<file path="config.mk">
export PLATFORM = sky130hd
export DESIGN_NAME = tdm_demux4to1
export DESIGN_NICKNAME = d
export VERILOG_FILES = /design/src/rtl/tdm_demux4to1.sv
export SDC_FILE = /design/constraint.sdc
export NUM_CORES = 1
export LEC_CHECK = 0
export BUFFER_PORTS_ARGS = -buffer_cell sky130_fd_sc_hd__buf_2
export CORE_MARGIN = 4
export CORE_UTILIZATION = 42
export CTS_BUF_LIST = sky130_fd_sc_hd__clkbuf_8 sky130_fd_sc_hd__clkbuf_16
export DETAILED_ROUTE_END_ITERATION = 8
export PLACE_DENSITY = 0.67
export SLEW_MARGIN = 20
export SYNTH_ARGS = -nofsm -noshare
export SYNTH_HDL_FRONTEND = slang
export SYNTH_SLANG_ARGS = --single-unit
</file>
<file path="constraint.sdc">
create_clock -name i_clk -period 2.91 [get_ports i_clk]
set_input_delay 0.291 -clock i_clk [delete_from_list [all_inputs] [get_ports i_clk]]
set_output_delay 0.291 -clock i_clk [all_outputs]
set_load 0.005 [all_outputs]
</file>
<file path="src/rtl/tdm_demux4to1.sv">
// Receive side of the 4:1 TDM channel path: splits a four-slot frame into four
// registered channel outputs and watches frame_sync alignment.
//
//  state | meaning
//  HUNT  | waiting for a frame_sync-qualified sample to start a frame
//  LOCK  | aligned; slot counter tracks position within the frame
module tdm_demux4to1 #(
  parameter int W = 1
) (
  input  logic           i_clk,
  input  logic           i_rst_n,
  input  logic [W-1:0]   i_din,
  input  logic           i_din_valid,
  input  logic           i_frame_sync,
  output logic [4*W-1:0] o_c,
  output logic           o_frame_valid,
  output logic           o_locked,
  output logic           o_sync_err,
  output logic [1:0]     o_slot
);

  typedef enum logic {HUNT = 1'b0, LOCK = 1'b1} state_t;

  state_t         r_state;
  logic [W-1:0]   r_shadow0;
  logic [W-1:0]   r_shadow1;
  logic [W-1:0]   r_shadow2;
  logic [4*W-1:0] r_c;
  logic           r_frame_valid;
  logic           r_sync_err;
  logic           r_locked;
  logic [1:0]     r_slot;

  always_ff @(posedge i_clk or negedge i_rst_n) begin
    if (!i_rst_n) begin
      r_state       <= HUNT;
      r_shadow0     <= '0;
      r_shadow1     <= '0;
      r_shadow2     <= '0;
      r_c           <= '0;
      r_frame_valid <= 1'b0;
      r_sync_err    <= 1'b0;
      r_locked      <= 1'b0;
      r_slot        <= 2'd0;
    end else begin
      r_frame_valid <= 1'b0;
      r_sync_err    <= 1'b0;
      if (i_din_valid) begin
        case (r_state)
          HUNT: begin
            if (i_frame_sync) begin
              r_shadow0 <= i_din;
              r_slot    <= 2'd1;
              r_state   <= LOCK;
              r_locked  <= 1'b1;
            end
          end
          LOCK: begin
            if (i_frame_sync) begin
              // a sync anywhere but slot 0 aborts the partial frame and restarts it
              if (r_slot != 2'd0) r_sync_err <= 1'b1;
              r_shadow0 <= i_din;
              r_slot    <= 2'd1;
            end else begin
              case (r_slot)
                2'd0: begin
                  r_sync_err <= 1'b1;
                  r_state    <= HUNT;
                  r_locked   <= 1'b0;
                  r_slot     <= 2'd0;
                end
                2'd1: begin
                  r_shadow1 <= i_din;
                  r_slot    <= 2'd2;
                end
                2'd2: begin
                  r_shadow2 <= i_din;
                  r_slot    <= 2'd3;
                end
                default: begin
                  r_c           <= {i_din, r_shadow2, r_shadow1, r_shadow0};
                  r_frame_valid <= 1'b1;
                  r_slot        <= 2'd0;
                end
              endcase
            end
          end
          default: begin
            r_state  <= HUNT;
            r_locked <= 1'b0;
            r_slot   <= 2'd0;
          end
        endcase
      end
    end
  end

  assign o_c           = r_c;
  assign o_frame_valid = r_frame_valid;
  assign o_locked      = r_locked;
  assign o_sync_err    = r_sync_err;
  assign o_slot        = r_slot;

endmodule

</file>
Yosys cells after proc, flatten, opt, wreduce, memory -nomap -nowiden
Index checks and enable logic that the tools add are counted.

operators by class
  equal/unequal tests = 5
  mux-type cells = 22
  bitwise gates (word level) = 3
  reductions and logical operators = 9

operators by type and width
  kind                                                 count
  2-to-1 mux 1 bit                                     16
  AND reduction 4 bit                                  4
  case mux 2 bit (2 select lines)                      2
  2-to-1 mux 2 bit                                     2
  != test 2 bit, second input constant                 2
  case mux 1 bit (2 select lines)                      2
  AND reduction 2 bit                                  2
  inverter 1 bit                                       3
  OR reduction 3 bit                                   1
  equality test 2 x 1 -> 1 bit, second input constant  1
  equality test 2 bit, second input constant           1
  logical NOT 2 bit                                    1
  != test 2 x 1 -> 1 bit, second input constant        1
  nonzero test 2 bit                                   1

storage, ports and cells
  bits in registers = 13
  output and inout bits = 9
  logic and storage cells = 48

Longest topological paths before layout
  depth after elaboration = 6
  gate-level depth with buffers = 4
  mapped depth without buffers = 4

Worst setup path before layout
OpenSTA, ideal clock, no wires.

  path type = reg-to-reg
  start = reg r_slot[0] (netlist: o_slot[0])
  end = reg r_c[0] (netlist: o_c[0])
  arrival time = 1132 ps
  path slack = 1653 ps
  stages on the path, launching flop included = 4
  path buffers = 0
  period minus slack after synthesis = 1257 ps
  cell sequence = dfrtp_1 ha_1 nand4b_1 mux2_2

between the ends
  cells in the longest elaborated chain, start to end = 4
  elaborated cells between the ends (all ways) = 6
  those cells by class = eq/ne: 2; bitwise: 1; reduce/logical: 3

RTL lines
  what                                         line  text
  from (decl)                                  32    logic [1:0] r_slot;
  from (signal assigned)                       44    r_slot <= 2'd0;
  from (signal assigned)                       53    r_slot <= 2'd1;
  from (signal assigned)                       63    r_slot <= 2'd1;
  equality test 2 bit (tied with other cells)  65    case (r_slot)
  OR reduction 3 bit (no source line) *        -
  inverter 1 bit (no source line) *            -
  AND reduction 4 bit (no source line) *       -
  to (signal assigned)                         81    r_c <= {i_din, r_shadow2, r_shadow1, r_shadow0};
  to (decl)                                    28    logic [4*W-1:0] r_c;

Mark *: on every way between the ends. The rest lies on a longest branch, timed or not.
A chain may end at the register's enable or synchronous reset.

Worst setup path after layout
  start = reg r_slot[0] (netlist: o_slot[0])
  end = reg r_c[3] (netlist: o_c[3])

The elaborated chain is that of the path after synthesis.

==> flow_summary_export.csv <==
group,metric,value,unit
outcome,status,"completed",
die,die_w,47.0,microns
global_route,overflow,0,
power_and_ir_drop,clkPwrFrac,0.245,
finish,final_nets,78,
placed_design,gp_congestion,0.681,
global_route,antenna_found_initial,0,
power_and_ir_drop,switchingPower,0.188,mW
run,maxCapViolCount,0,
power_and_ir_drop,vdd_ir_drop_max,457,uV
clock_network,clk_path_buf_depth,2,
timing,setup_viol,0,
clock_network,clk_pin_slew_worst_paths,0.05,ns
logic_synthesis,seq_area_frac_synth,0.510,
critical_path,worst-setup-path-type,"register to register",
route,vias_per_cell,5.17,
critical_path,start_kind,"register",
timing,clock_skew,0.00236,ns
die,die-area,2210,sq um
clock_network,clkLatencyLatePin,0.24,ns
timing,min_period_over_period,0.461,
power_and_ir_drop,p_int,0.442,mW
die,die_h,47.0,microns
clock_network,cts_tree,"done",
timing,finalHoldViolCount,0,
timing,worstMarginPinSlew,0.303,ns
finish,largest_register_ffs,4,
logic_synthesis,syn_nets,62,
critical_path,endpoint_kind,"register",
critical_path,cp_slowest_stage_delay,0.42,ns
clock_network,htree_levels,1,
route,wirelength,1.07,mm
finish,areaGrowthSynthToFinish,18.0,%
die,start_util,0.467,
global_route,grt_pass1_vias,436,
timing,finalMaxSlewViolations,0,
global_route,gr-usage-all-layers,0.144,
critical_path,cp_max_fo,6,
clock_network,clock-sinks,13,
clock_network,cts_root_buffer,"clkbuf_8",
finish,drive_above_1_share,0.348,
critical_path,required,3.04,ns
power_and_ir_drop,p_comb_frac,0.283,
timing,min_period,1.34,ns
power_and_ir_drop,powerDensity,836,nW/um^2
route,wl_per_cell,13.1,microns
timing,fmax,746,MHz
timing,hold_ws,0.320,ns
timing,rsz0062_at_grt,"false",
route,vias,419,
critical_path,worst_r2r_path_depth,3,
logic_synthesis,syn_inst,51,
route,met1_length,454,microns
power_and_ir_drop,power.share.sequential,0.472,
critical_path,crit_arrival,1.47,ns
route,drtIter0Drc,6,
placed_design,portBuffers,13,
route,met3WireLength,99,microns
die,rows,13,
route,top_layer,"met4",
logic_synthesis,syn_avg_cell_area,12.5,sq um
clock_network,numCtsBuffers,3,
global_route,grt_pass1_wl,2.06,mm
route,met2_length,473,microns
power_and_ir_drop,power_leakage,0.393,nW
global_route,grt_max_degree,14,
timing,relSlewSlack,0.798,
power_and_ir_drop,swShare,0.298,
min_path,hp-class,"primary input to register",
route,route.detailed.drc,0,
die,pin_count,14,
logic_synthesis,ys_ff_latch,13,
min_path,min_path_cells,2,
route,dr.pass1.iters,4,
timing,finalSetupTns,0,ns
critical_path,crit_slowest_cell,"dfrtp_1",
critical_path,cp_cell_sequence,"ha_1 -> nand4b_1 -> mux2_2",
die,core,1370,sq um
logic_synthesis,netlist-cell-type-count,22,
logic_synthesis,syn_area,638,sq um
route,ant_nets,0,
logic_synthesis,yosysWarnings,0,
finish,diodes,0,
routing by layer:
layer	vias up	track usage
li1	209	-
met1	195	0.158
met2	11	0.206
met3	4	0.0766
met4	0	0.116
met5	-	0
critical path: cells and delay by family, from the launching register on:
kind / cells / cell delay, ns
DFF: 1 / 0.42
muxes: 1 / 0.37
and+or+nand+nor: 1 / 0.22
adders and majority gates: 1 / 0.21
metrics by stage:
stage                     total power [mW]  cells  utilization  setup slack, ns  instance area (sq um)
after floorplan                      0.410     51            -             1.65                    638
after global placement               0.476     76        0.511             1.59                    698
after detailed placement             0.484     76        0.511             1.56                    698
after CTS                            0.645     81        0.551             1.55                    753
after global routing                 0.698     81        0.551             1.47                    753
final                                0.629     81        0.551             1.57                    753
placed cells by master (no fill, tap or decap):
cell type      instances
a21oi_1                2
o311a_1                1
inv_1                  5
nor3_1                 1
buf_2                 13
or3b_1                 1
nor2_1                 1
nor2b_1                1
a31oi_1                1
nand2_1                2
or2_2                  1
or3_1                  1
dfrtp_1               13
ha_1                   6
clkbuf_8               3
mux2_1                 1
mux2_2                 6
and4b_1                1
nand3_1                1
o221ai_1               1
dlygate4sd3_1          1
nand4b_1               3
area by class of cell:
cell class                 count  area (sq um)
timing repair buffer          14          75.1
fill                         133           613
multi-input combinational     31           274
sequential                    13           325
inverter                       4          15.0
clock inverter                 1          3.75
tap                           15          18.8
clock buffer                   3          41.3
synthesized netlist by cell type, drive strengths merged:
| cell | count | share of area |
|---|---|---|
| ha | 6 | 0.12 |
| dfrtp | 13 | 0.51 |
| nor2b | 1 | 0.0098 |
| nor2 | 1 | 0.0059 |
| nand3 | 1 | 0.0078 |
| a31oi | 1 | 0.0098 |
| o221ai | 1 | 0.014 |
| o311a | 1 | 0.016 |
| mux2 | 7 | 0.12 |
| or2 | 1 | 0.0098 |
| or3b | 1 | 0.014 |
| a21oi | 2 | 0.016 |
| nand4b | 3 | 0.041 |
| and4b | 1 | 0.016 |
| buf | 3 | 0.037 |
| nand2 | 2 | 0.012 |
| inv | 4 | 0.024 |
| or3 | 1 | 0.0098 |
| nor3 | 1 | 0.0078 |
repair_timing:
action / CTS / global route
buffers inserted: 0 / 0
hold buffers: 1 / 0
gates resized for setup: 0 / 0
endpoints found under the hold margin: 13 / 0
cells by family (layout without fill, tap and decap cells):
group	after synthesis	in the layout	synth area share
buffers and inverters	7	22	0.0608
AO/OA/AOI/OAI	5	5	0.0549
adder cells (fa/ha/maj)	6	6	0.118
multiplexers	7	7	0.124
flip-flops	13	13	0.510
AND/OR/NAND/NOR	13	13	0.133
worst paths after layout:
check                               start       endpoint  slack, ns
worst min register to register  r_shadow2      r_shadow2       0.49
worst min-delay path                i_din      r_shadow2       0.32
max in group asynchronous         i_rst_n      o_slot[0]       2.23
min in group asynchronous         i_rst_n  o_frame_valid       0.46
worst max register to register  o_slot[0]         o_c[3]       1.57
worst max-delay path            o_slot[0]         o_c[3]       1.57
power by group through the flow:
stage	sequential (mW)	clock, mW	combinational (mW)
floorplan	0.289	0	0.121
global placement	0.298	0	0.178
detailed placement	0.302	0	0.182
CTS	0.299	0.161	0.184
global route	0.316	0.170	0.212
finish	0.297	0.154	0.178
Note: power is estimated with default switching activity, not from simulation.
